### config.mk
export PLATFORM = sky130hd
export DESIGN_NAME = track_mode_sequencer_flat
export DESIGN_NICKNAME = d
export VERILOG_FILES = /design/src/rtl/track_mode_if.sv /design/src/rtl/track_mode_sequencer.sv /design/src/flat_wrapper.sv
export SDC_FILE = /design/constraint.sdc
export NUM_CORES = 1
export LEC_CHECK = 0
export CAP_MARGIN = 20
export CORE_UTILIZATION = 31
export DETAILED_ROUTE_END_ITERATION = 10
export DONT_BUFFER_PORTS = 1
export SETUP_SLACK_MARGIN = 0.2
export SLEW_MARGIN = 10
export SYNTH_ARGS = -nofsm -noshare
export SYNTH_HDL_FRONTEND = slang
export SYNTH_SLANG_ARGS = --single-unit
export TNS_END_PERCENT = 100
### constraint.sdc
create_clock -name clk -period 7.4 [get_ports clk]
set_input_delay 0.37 -clock clk [delete_from_list [all_inputs] [get_ports clk]]
set_output_delay 0.37 -clock clk [all_outputs]
set_load 0.05 [all_outputs]
### src/rtl/track_mode_if.sv
// track_mode_if: mode bus from the line-tracking sequencer (master) to the motor drive block (slave).
interface track_mode_if #(parameter int ROUTE_LEN = 8);
   logic [4:0]                     mode;
   logic [$clog2(ROUTE_LEN+1)-1:0] junction_cnt;
   logic                           fault;
   modport master (output mode, junction_cnt, fault);
   modport slave  (input  mode, junction_cnt, fault);
endinterface

### src/rtl/track_mode_sequencer.sv
// track_mode_sequencer: line-tracking supervisor FSM driving the motor mode code; SENSOR_DEBOUNCE_EN adds sensor debounce.
module track_mode_sequencer #(
   parameter int START_CYCLES    = 100000000,
   parameter int TURN_MIN_CYCLES = 30000000,
   parameter int TURN_TIMEOUT    = 200000000,
   parameter int LOST_CYCLES     = 50000000,
   parameter int ROUTE_LEN       = 8,
   parameter int DEBOUNCE_CYCLES = 16
) (
   input  logic                   clk,
   input  logic                   rst_n,
   input  logic                   start,
   input  logic [2:0]             sensor,
   input  logic [2*ROUTE_LEN-1:0] route,
   track_mode_if.master           mif
);
   // One counter width serves the COUNT/TURN/lost counter and the debounce counter.
   localparam int M1 = (START_CYCLES > TURN_TIMEOUT) ? START_CYCLES : TURN_TIMEOUT;
   localparam int M2 = (LOST_CYCLES > DEBOUNCE_CYCLES) ? LOST_CYCLES : DEBOUNCE_CYCLES;
   localparam int CW = $clog2((M1 > M2) ? M1 : M2);
   localparam int JW = $clog2(ROUTE_LEN + 1);

   typedef enum logic [4:0] {
      IDLE          = 5'd0,
      START         = 5'd1,
      COUNT         = 5'd2,
      STRAIGHT      = 5'd3,
      CHOOSE        = 5'd4,
      TURN_STRAIGHT = 5'd5,
      TURN_LEFT     = 5'd6,
      TURN_RIGHT    = 5'd7,
      STOP          = 5'd30,
      ERROR         = 5'd31
   } mode_t;

   mode_t          r_mode;
   mode_t          w_pick;
   logic [CW-1:0]  r_cnt;
   logic [CW-1:0]  w_inc;
   logic [JW-1:0]  r_jcnt;
   logic           r_fault;
   logic [2:0]     r_sync1;
   logic [2:0]     r_sync2;
   logic [2:0]     w_s;
   logic [1:0]     w_entry;

   always_ff @(posedge clk or negedge rst_n) begin
      if (!rst_n) begin
         r_sync1 <= '0;
         r_sync2 <= '0;
      end else begin
         r_sync1 <= sensor;
         r_sync2 <= r_sync1;
      end
   end

`ifdef SENSOR_DEBOUNCE_EN
   logic [2:0]    r_cand;
   logic [2:0]    r_s;
   logic [CW-1:0] r_db;

   // s follows the synchronized value only once it has stayed unchanged for the full window.
   always_ff @(posedge clk or negedge rst_n) begin
      if (!rst_n) begin
         r_cand <= '0;
         r_s    <= '0;
         r_db   <= '0;
      end else if (r_sync2 != r_cand) begin
         r_cand <= r_sync2;
         r_db   <= '0;
      end else if (r_db == CW'(DEBOUNCE_CYCLES - 1)) begin
         r_s <= r_cand;
      end else begin
         r_db <= r_db + CW'(1);
      end
   end

   assign w_s = r_s;
`else
   assign w_s = r_sync2;
`endif

   assign w_inc   = (&r_cnt) ? r_cnt : r_cnt + CW'(1);
   assign w_entry = 2'(route >> {r_jcnt, 1'b0});
   assign w_pick  = (r_jcnt == JW'(ROUTE_LEN) || w_entry == 2'b11) ? STOP
                  : mode_t'(5'd5 + {3'b000, w_entry});

   always_ff @(posedge clk or negedge rst_n) begin
      if (!rst_n) begin
         r_mode  <= IDLE;
         r_cnt   <= '0;
         r_jcnt  <= '0;
         r_fault <= 1'b0;
      end else begin
         r_fault <= 1'b0;
         case (r_mode)
            IDLE: if (start) begin
               r_mode <= START;
               r_jcnt <= '0;
            end
            START: begin
               r_mode <= COUNT;
               r_cnt  <= '0;
            end
            COUNT: if (r_cnt == CW'(START_CYCLES - 1)) begin
               r_mode <= STRAIGHT;
               r_cnt  <= '0;
            end else r_cnt <= w_inc;
            STRAIGHT: if (w_s == 3'b111) begin
               r_mode <= CHOOSE;
               r_cnt  <= '0;
            end else if (w_s != 3'b000) r_cnt <= '0;
            else if (r_cnt == CW'(LOST_CYCLES - 1)) begin
               r_mode  <= ERROR;
               r_fault <= 1'b1;
            end else r_cnt <= w_inc;
            CHOOSE: begin
               r_mode <= w_pick;
               r_cnt  <= '0;
               if (r_jcnt != JW'(ROUTE_LEN)) r_jcnt <= r_jcnt + JW'(1);
            end
            // Realignment is checked before the timeout so it wins a tie.
            TURN_STRAIGHT, TURN_LEFT, TURN_RIGHT:
               if (w_s == 3'b010 && r_cnt >= CW'(TURN_MIN_CYCLES - 1)) begin
                  r_mode <= STRAIGHT;
                  r_cnt  <= '0;
               end else if (r_cnt == CW'(TURN_TIMEOUT - 1)) begin
                  r_mode  <= ERROR;
                  r_fault <= 1'b1;
               end else r_cnt <= w_inc;
            STOP: if (start) r_mode <= IDLE;
            ERROR: if (start) r_mode <= IDLE; else r_fault <= 1'b1;
            default: r_mode <= IDLE;
         endcase
      end
   end

   assign mif.mode         = r_mode;
   assign mif.junction_cnt = r_jcnt;
   assign mif.fault        = r_fault;
endmodule

### src/flat_wrapper.sv
// flat-port wrapper written by rule: the top's interface ports become plain ports
module track_mode_sequencer_flat 
#(
   parameter int START_CYCLES    = 100000000,
   parameter int TURN_MIN_CYCLES = 30000000,
   parameter int TURN_TIMEOUT    = 200000000,
   parameter int LOST_CYCLES     = 50000000,
   parameter int ROUTE_LEN       = 8,
   parameter int DEBOUNCE_CYCLES = 16
)
  (clk, rst_n, start, sensor, route, mif_mode, mif_junction_cnt, mif_fault);
  track_mode_if #(.ROUTE_LEN(ROUTE_LEN)) mif_i ();
  input  logic clk;
  input  logic rst_n;
  input  logic start;
  input  logic [2:0] sensor;
  input  logic [2*ROUTE_LEN-1:0] route;
  output wire logic [$bits(mif_i.mode)-1:0] mif_mode;
  output wire logic [$bits(mif_i.junction_cnt)-1:0] mif_junction_cnt;
  output wire logic [$bits(mif_i.fault)-1:0] mif_fault;
  assign mif_mode = mif_i.mode;
  assign mif_junction_cnt = mif_i.junction_cnt;
  assign mif_fault = mif_i.fault;
  track_mode_sequencer #(.START_CYCLES(START_CYCLES), .TURN_MIN_CYCLES(TURN_MIN_CYCLES), .TURN_TIMEOUT(TURN_TIMEOUT), .LOST_CYCLES(LOST_CYCLES), .ROUTE_LEN(ROUTE_LEN), .DEBOUNCE_CYCLES(DEBOUNCE_CYCLES)) u_core (.clk(clk), .rst_n(rst_n), .start(start), .sensor(sensor), .route(route), .mif(mif_i));
endmodule
==> results of run 1 <==
[cells in the final DEF (no fill, tap or decap), types with 3 or more instances in the layout]
| cell | n |
|---|---|
| nor2_1 | 19 |
| or4_1 | 3 |
| inv_1 | 13 |
| a31oi_1 | 7 |
| a21boi_0 | 5 |
| mux4_2 | 4 |
| nand2_1 | 31 |
| mux2i_1 | 4 |
| and4_1 | 4 |
| or3_1 | 6 |
| ha_1 | 4 |
| dfrtp_1 | 43 |
| a211oi_1 | 3 |
| o41ai_1 | 3 |
| a21oi_1 | 5 |
| o31ai_1 | 14 |
| nor4_1 | 6 |
| nand4_1 | 12 |
| and3_1 | 10 |
| a31o_2 | 4 |
| nand3_1 | 28 |
| clkbuf_8 | 5 |
| a32oi_1 | 3 |
| a22oi_1 | 12 |
| o21a_1 | 6 |
| nor2b_1 | 3 |
| o22ai_1 | 4 |
| buf_4 | 3 |
| nor3_1 | 7 |
| o21ai_0 | 8 |
| a21o_1 | 3 |
[flip-flops by register name, indices dropped and copies added (netlist names)]
name / cells
u_core.mif.mode: 4
u_core.r_cnt: 28
u_core.r_sync2: 3
u_core.mif.junction_cnt: 4
u_core.mif.fault: 1
u_core.r_sync1: 3
[final cells by class]
class	instances	area, um2	share of cell area
clock buffer	6	72.6	0.0223
multi-input combinational	261	1770	0.545
clock inverter	2	60.1	0.0185
tap	129	161	0.0497
inverter	13	48.8	0.0150
timing repair buffer	5	60.1	0.0185
sequential	43	1080	0.331
[power groups by stage]
stage / Combinational [W] / Sequential, W / Clock [W]
after global routing: 0.0000181 / 0.000242 / 0.000237
after CTS: 0.0000165 / 0.000242 / 0.000225
after floorplan: 0.00000852 / 0.000245 / 0
after global placement: 0.00000927 / 0.000246 / 0
final: 0.0000155 / 0.000242 / 0.000218
after detailed placement: 0.00000919 / 0.000246 / 0
[worst paths after layout]
check / end / cells past startpoint
max reg2reg: u_core.r_cnt[20] / 7
max in group asynchronous: u_core.mif.fault / 2
min in group asynchronous: u_core.r_cnt[5] / 2
max: u_core.r_cnt[20] / 7
min reg2reg: u_core.r_sync2[2] / 0
min: u_core.r_sync1[2] / 0
[per-stage QoR]
stage | utilization | worst slack (ns) | instances
2_1_floorplan | - | 4.68 | 347
3_3_place_gp | 0.329 | 4.24 | 449
3_5_place_dp | 0.329 | 4.16 | 449
4_1_cts | 0.347 | 4.14 | 459
5_1_grt | 0.347 | 3.82 | 459
6_report | 0.347 | 4.16 | 459
[metal layers]
metal / track usage / vias to the layer above
met5: 0 / -
met4: 0.0390 / 0
met3: 0.0345 / 11
met2: 0.269 / 92
met1: 0.222 / 1309
li1: - / 1304
[kinds of logic after synthesis]
| logic type | after synthesis | share of synthesized area |
|---|---|---|
| simple gates | 145 | 0.259 |
| compound gates | 102 | 0.256 |
| flops | 43 | 0.353 |
| fa+ha+maj | 4 | 0.0164 |
| mux | 10 | 0.0501 |
| buf+inv | 43 | 0.0657 |
[Yosys cell counts (4+ instances only)]
cell and number:
a21boi_0 5, a21oi_1 5, a22oi_1 12, a31o_2 4, a31oi_1 7, and3_1 10
and4_1 4, buf_2 4, clkbuf_1 19, dfrtp_1 43, ha_1 4, inv_1 13
mux2i_1 4, mux4_2 4, nand2_1 31, nand3_1 28, nand4_1 12, nor2_1 19
nor3_1 7, nor4_1 6, o21a_1 6, o21ai_0 8, o22ai_1 4, o31ai_1 14
or3_1 6
[worst max-delay path: stages (launching register included)]
cell and delay [ns]:
dfrtp_1 0.87, nor4bb_1 0.57, nand4_1 0.16, nor4_1 0.30
a211o_1 0.16, buf_4 0.34, nand3b_2 0.50, o22ai_1 0.17
==> impl_metrics.csv, run 1 <==
group,metric,value,unit
status,status,"finished, final reports clean",
sta,fmax,309,MHz
setup_path,startpoint_type,"flop",
layout,nets,355,
clock_network,cts_htree_levels,2,
min_path,holdCritStartpoint,"sensor[2]",
die,coreArea,9370,um2
power,irDropWorstVdd,0.0000872,V
die,dieArea,10200,um2
sta,post-route-min-period,3.24,ns
layout,nFillCells,1007,
grt,grt_antenna_before_repair,0,
die,fp.dieW,101,um
yosys,synth_seq_cells,43,
placed_design,place_area,3080,um2
power,switching_share,0.202,
drt,ant_nets,0,
clock_network,clock_path_buffers,2,
grt,grt_pass1_wl,13.4,mm
clock_network,clock-sinks,43,
yosys,yosysSeqAreaShare,0.353,
sta,setup-tns-final,0,ns
sta,max_slew_margin,0.435,
grt,grt_pass1_vias,2745,
min_path,min_path_type,"in -> reg",
sta,hold_viol,0,
sta,setup_violations,0,
layout,syn_to_final_growth,6.65,%
die,num_rows,35,
clock_network,cts.repair.resized,0,
power,leakage,1.25,nW
yosys,synth_edf_count,0,
power,seqPwrFrac,0.508,
drt,met1_length,3.58,mm
power,p_int,0.000379,W
yosys,synth.avg_cell_area,8.78,um2
die,io_pins,32,
clock_network,worst_skew_pair.late_latency,0.30,ns
layout,antenna_cells,0,
setup_path,arrival,3.39,ns
power,power_frac_clock,0.459,
power,p_switching,0.0000959,W
clock_network,cts_setup_buffers,0,
sta,worst_hold_slack,0.0908,ns
sta,rsz0062_at_grt,"false",
drt,drt_iter0_drc,237,
setup_path,end_kind,"flop",
drt,wl_met2,3.58,mm
setup_path,critPathRequiredTime,7.55,ns
setup_path,crit_type,"reg -> reg",
sta,skew,0.00991,ns
yosys,synth_cells,347,
yosys,synth-async-reset-ratio,1.00,
drt,wl_met3,426,um
yosys,yosys_warnings,0,
power,power.density,146,nW/um2
sta,timing.final.crit_share,0.438,
drt,vias,2716,
setup_path,path_max_fanout,34,
drt,routed_via_density,5.92,
sta,worst_slew_pin_slew,0.842,ns
die,start_util,0.325,
drt,drcViolationCount,0,
drt,avgRoutedWirePerCell,16.7,um
clock_network,cts_made_buffers,5,
drt,wirelength,7.66,mm
yosys,syn_nets,373,
setup_path,ff2ff_setup_slack,4.16,ns
grt,grt_overflow,0,
clock_network,cts_tree,"yes",
yosys,synth_top_cell_by_area,"dfrtp_1",
setup_path,reg2reg_from,"u_core.mif.mode[0]",
clock_network,ctsHoldBuffers,2,
clock_network,cts.clk_slew.worst_paths,0.08,ns
layout,drive_gt1_frac,0.0848,
yosys,synth_cell_types,67,
sta,slew_violations,0,
placed_design,io_buffers,0,
setup_path,crit_start,"u_core.mif.mode[0]",
run,maxCapViolations,0,
yosys,netlist_top_cells_area,"dfrtp_1, nand3_1, nand2_1, o31ai_1, a22oi_1",
grt,grt_start_max_net_pins,44,
yosys,syn-cell-area,3050,um2
power,combPwrFrac,0.033,
drt,top_layer,"met4",
grt,grtUsageTotal,0.164,
placed_design,place_hpwl,5.26,mm
power,power,0.000475,W
placed_design,gp_congestion,0.881,
layout,final_cell_area,3250,um2
drt,dr.pass1.iters,4,
yosys,ys.flop_type,"dfrtp_1",
die,die_h,101,um
clock_network,clock-root-buffer,"clkbuf_8",
yosys,synth_top_area_share,0.353,
Note: power is estimated with default switching activity, not from simulation.
==> run 2: changes to the inputs <==
==> constraint.sdc (replaced) <==
create_clock -name clk -period 3.24 [get_ports clk]
set_input_delay 0.162 -clock clk [delete_from_list [all_inputs] [get_ports clk]]
set_output_delay 0.162 -clock clk [all_outputs]
set_load 0.05 [all_outputs]
==> impl_metrics.csv, run 2 (same netlist as run 1, synthesis figures left out) <==
group,metric,value,unit
status,status,"finished, final reports clean",
die,die_h,101,um
clock_network,cts_htree_levels,2,
setup_path,path_cells,"or3b_1 > or4b_1 > a2111o_1 > a221o_1 > buf_4 > and3_1 > o22a_1",
drt,ant_nets,0,
drt,drcViolationCount,0,
drt,wirelength,7.86,mm
grt,grt_start_max_net_pins,44,
clock_network,clock_path_buffers,2,
sta,setup-tns-final,0,ns
clock_network,cts_tree,"yes",
layout,max_flop_register,"u_core.r_cnt",
setup_path,critical_path_depth,7,
die,io_pins,32,
drt,dr.pass1.iters,6,
placed_design,gp_congestion,0.951,
drt,avgRoutedWirePerCell,16.7,um
min_path,min_path_type,"in -> reg",
drt,drt_iter0_drc,205,
placed_design,place_hpwl,5.45,mm
power,power.density,310,nW/um2
setup_path,cpMaxStageDelayCell,"or4b_1",
sta,max_slew_margin,0.483,
layout,layout_common_cells,"dfrtp_1, nand2_1, nand3_1, nor2_1, o31ai_1",
clock_network,cts.clk_slew.worst_paths,0.09,ns
power,irDropWorstVdd,0.000201,V
placed_design,io_buffers,0,
sta,hold_viol,0,
setup_path,crit_type,"reg -> reg",
sta,timing.final.crit_share,0.860,
power,leakage,1.30,nW
sta,skew,0.00735,ns
die,dieArea,10200,um2
setup_path,path_max_fanout,16,
grt,grt_pass1_vias,2727,
drt,vias,2785,
setup_path,worstPathBufferInverterCount,1,
die,coreArea,9370,um2
layout,nets,366,
layout,largest_reg_flops,28,
layout,final_util,0.356,
die,start_util,0.325,
setup_path,cp_slowest_stage_delay,0.47,ns
layout,antenna_cells,0,
clock_network,cts_made_buffers,5,
setup_path,ff2ff_path_depth,7,
setup_path,critPathRequiredTime,3.44,ns
sta,post-route-min-period,2.79,ns
sta,rsz0062_at_grt,"false",
sta,setup_violations,0,
grt,grt_overflow,0,
sta,worst_slew_pin_slew,0.771,ns
grt,grt_antenna_before_repair,0,
min_path,holdPathStages,3,
sta,slew_violations,0,
grt,grt_pass1_wl,13.5,mm
sta,fmax,359,MHz
grt,grtUsageTotal,0.165,
layout,nFillCells,980,
die,fp.dieW,101,um
layout,syn_to_final_growth,9.61,%
drt,routed_via_density,5.93,
setup_path,end_kind,"flop",
layout,drive_gt1_frac,0.111,
run,maxCapViolations,0,
clock_network,worst_skew_pair.late_latency,0.30,ns
setup_path,arrival,2.99,ns
clock_network,clock-sinks,43,
die,num_rows,35,
setup_path,critical_path.top_delay_family,"simple AND/OR/NAND/NOR gates",
layout,final_common_cell,"dfrtp_1",
clock_network,clock-root-buffer,"clkbuf_8",
setup_path,startpoint_type,"flop",
## run 2: power by group
group          total (W)  internal [W]  switching [W]
Combinational  0.0000426     0.0000206      0.0000220
Clock           0.000445      0.000250       0.000196
Sequential      0.000549      0.000541     0.00000797
Total            0.00104      0.000811       0.000226
## run 2: repair_timing
action	CTS	global route
endpoints found under the hold margin	46	0
hold buffers	5	0
buffers inserted	0	0
setup endpoints to repair	0	5
resized for setup	0	2
## run 2: final timing paths
check | startpoint | endpoint | slack [ns]
max | u_core.r_sync2[0] | u_core.r_cnt[3] | 0.45
min | start | u_core.mif.mode[4] | 0.21
max reg2reg | u_core.r_sync2[0] | u_core.r_cnt[3] | 0.45
min reg2reg | u_core.r_sync1[1] | u_core.r_sync2[1] | 0.35
max in group asynchronous | rst_n | u_core.r_cnt[24] | 2.67
min in group asynchronous | rst_n | u_core.r_cnt[5] | 0.36
## run 2: worst reg2reg max path: cells and delay by family, from the launching register on
kind            cells  cell delay (ns)
simple gates        3             1.05
compound gates      3             1.00
buf+inv             1             0.23
flops               1             0.41
## run 2: cell type report
class                           instances  area (um2)  area share
Sequential cell                        43        1080       0.322
Timing Repair Buffer                   16         150      0.0449
Clock buffer                            6        82.6      0.0247
Multi-Input combinational cell        261        1790       0.535
Inverter                               13        48.8      0.0146
Tap cell                              129         161      0.0483
Clock inverter                          2        35.0      0.0105
## run 2: metal layers
layer  vias to the layer above  routed length (um)  track usage
met5                         -                   0            0
met4                         0                 161       0.0591
met3                        19                 457       0.0317
met2                       102                3550        0.258
met1                      1337                3690        0.228
li1                       1327                   -            -
## run 2: metrics by stage
stage	setup slack, ns	area, um2	instances	total power (W)	hold WS [ns]
final	0.453	3340	470	0.00104	0.208
after global routing	0.359	3340	470	0.00108	0.221
after CTS	0.384	3330	470	0.00105	0.201
after detailed placement	0.403	3140	457	0.000584	-0.132
after global placement	0.441	3140	457	0.000584	-0.132
after floorplan	0.516	3050	347	0.000579	-0.134
==> run 3: changes to the inputs <==
==> constraint.sdc (replaced) <==
create_clock -name clk -period 3.14 [get_ports clk]
set_input_delay 0.157 -clock clk [delete_from_list [all_inputs] [get_ports clk]]
set_output_delay 0.157 -clock clk [all_outputs]
set_load 0.05 [all_outputs]
==> impl_metrics.csv, run 3 (same netlist as run 1, synthesis figures left out) <==
group,metric,value,unit
clock_network,cts_made_buffers,5,
power,seqPwrFrac,0.496,
sta,setup_violations,0,
layout,nets,371,
die,fp.dieW,101,um
layout,seq_area,1080,um2
layout,drive_gt1_frac,0.124,
die,dieArea,10200,um2
power,switching_share,0.209,
drt,vias,2823,
sta,fmax,360,MHz
placed_design,dpl.cell_count,462,
layout,largest_reg_flops,28,
sta,worst_hold_slack,0.209,ns
sta,slew_violations,0,
clock_network,cts_setup_buffers,0,
die,io_pins,32,
clock_network,cts.clk_slew.worst_paths,0.09,ns
power,power.density,334,nW/um2
layout,final_util,0.362,
grt,grtUsageTotal,0.163,
power,power_frac_clock,0.461,
sta,skew,0.0128,ns
setup_path,arrival,2.98,ns
setup_path,critPathRequiredTime,3.34,ns
power,p_switching,0.000237,W
sta,hold_viol,0,
clock_network,clock-root-buffer,"clkbuf_8",
die,coreArea,9370,um2
die,die_h,101,um
layout,antenna_cells,0,
layout,max_flop_register,"u_core.r_cnt",
grt,grt_overflow,0,
clock_network,cts_tree,"yes",
layout,nFillCells,964,
drt,wirelength,7.83,mm
clock_network,clock_path_buffers,2,
run,maxCapViolations,0,
sta,max_slew_margin,0.496,
status,status,"finished, final reports clean",
placed_design,io_buffers,0,
setup_path,path_max_fanout,16,
die,start_util,0.325,
layout,final_common_cell,"dfrtp_1",
placed_design,place_hpwl,5.55,mm
power,combPwrFrac,0.043,
layout,layout_common_cells,"dfrtp_1, nand2_1, nand3_1, nor2_1, buf_4",
power,power,0.00113,W
setup_path,startpoint_type,"flop",
clock_network,clock-sinks,43,
clock_network,cts_htree_levels,2,
sta,rsz0062_at_grt,"false",
grt,grt_start_max_net_pins,44,
layout,syn_to_final_growth,11.5,%
sta,post-route-min-period,2.78,ns
drt,dr.pass1.iters,5,
layout,multi_input_area,1790,um2
drt,ant_nets,0,
sta,worst_slew_pin_slew,0.745,ns
power,leakage,1.33,nW
drt,drcViolationCount,0,
grt,grt_pass1_wl,13.3,mm
power,p_int,0.000898,W
placed_design,gp_congestion,0.952,
sta,timing.final.crit_share,0.886,
die,num_rows,35,
min_path,min_path_type,"in -> reg",
power,irDropWorstVdd,0.000206,V
layout,stdcell_count,475,
drt,avgRoutedWirePerCell,16.5,um
setup_path,crit_type,"reg -> reg",
drt,drt_iter0_drc,150,
clock_network,worst_skew_pair.late_latency,0.31,ns
grt,grt_pass1_vias,2705,
sta,setup-tns-final,0,ns
setup_path,end_kind,"flop",
grt,grt_antenna_before_repair,0,
drt,routed_via_density,5.94,
==> run 3: cell types whose count changed in the layout (fill, tap and decap cells not counted), sizes merged <==
cell      delta
buf          +5
clkinvlp     +1
bufinv       +1
clkbuf       -1
clkinv       -1
==> run 3: final cells by class <==
type | count | share of cell area
well taps | 129 | 0.0475
clock buffers | 5 | 0.0203
multi-input cells | 261 | 0.526
repair buffers | 21 | 0.0552
flip-flops and latches | 43 | 0.317
clock inverters | 3 | 0.0199
inverters | 13 | 0.0144
==> run 3: routing by layer <==
layer	GRT usage	wire [um]	up-vias
met5	0	0	-
met4	0.0357	93	0
met3	0.0311	517	12
met2	0.263	3680	118
met1	0.227	3540	1349
li1	-	-	1344
==> run 3: through the flow <==
step	instance area, um2	worst slack (ns)
after detailed placement	3180	0.314
after floorplan	3050	0.416
after global placement	3180	0.346
after global routing	3400	0.218
final	3400	0.360
after CTS	3380	0.290
==> run 3: worst max-delay path, stage by stage (launching register included) <==
cell and delay [ns]:
dfrtp_1 0.41, or3b_1 0.41, or4b_1 0.47, a2111o_1 0.41
a221o_1 0.39, buf_4 0.22, and3_1 0.16, o22a_1 0.18
==> run 3: power by group through the flow <==
stage | sequential [W] | combinational, W | clock [W]
after floorplan | 0.000578 | 0.0000201 | 0
after global placement | 0.000574 | 0.0000289 | 0
after detailed placement | 0.000575 | 0.0000298 | 0
after CTS | 0.000563 | 0.0000497 | 0.000537
after global routing | 0.000564 | 0.0000541 | 0.000558
final | 0.000563 | 0.0000482 | 0.000523
==> run 3: worst paths after layout <==
check                                        from  slack, ns  cells past startpoint            endpoint
worst max-delay path            u_core.r_sync2[0]       0.36                      7     u_core.r_cnt[3]
worst min-delay path                        start       0.21                      3  u_core.mif.mode[4]
worst max register to register  u_core.r_sync2[0]       0.36                      7     u_core.r_cnt[3]
worst min register to register  u_core.r_sync1[1]       0.36                      0   u_core.r_sync2[1]
max in group asynchronous                   rst_n       2.57                      2    u_core.r_cnt[16]
min in group asynchronous                   rst_n       0.36                      2     u_core.r_cnt[4]
==> run 3: repair_timing <==
item | CTS | global route
resized for setup | 0 | 2
hold buffers | 5 | 0
endpoints found under the setup margin | 0 | 21
endpoints found under the hold margin | 46 | 0
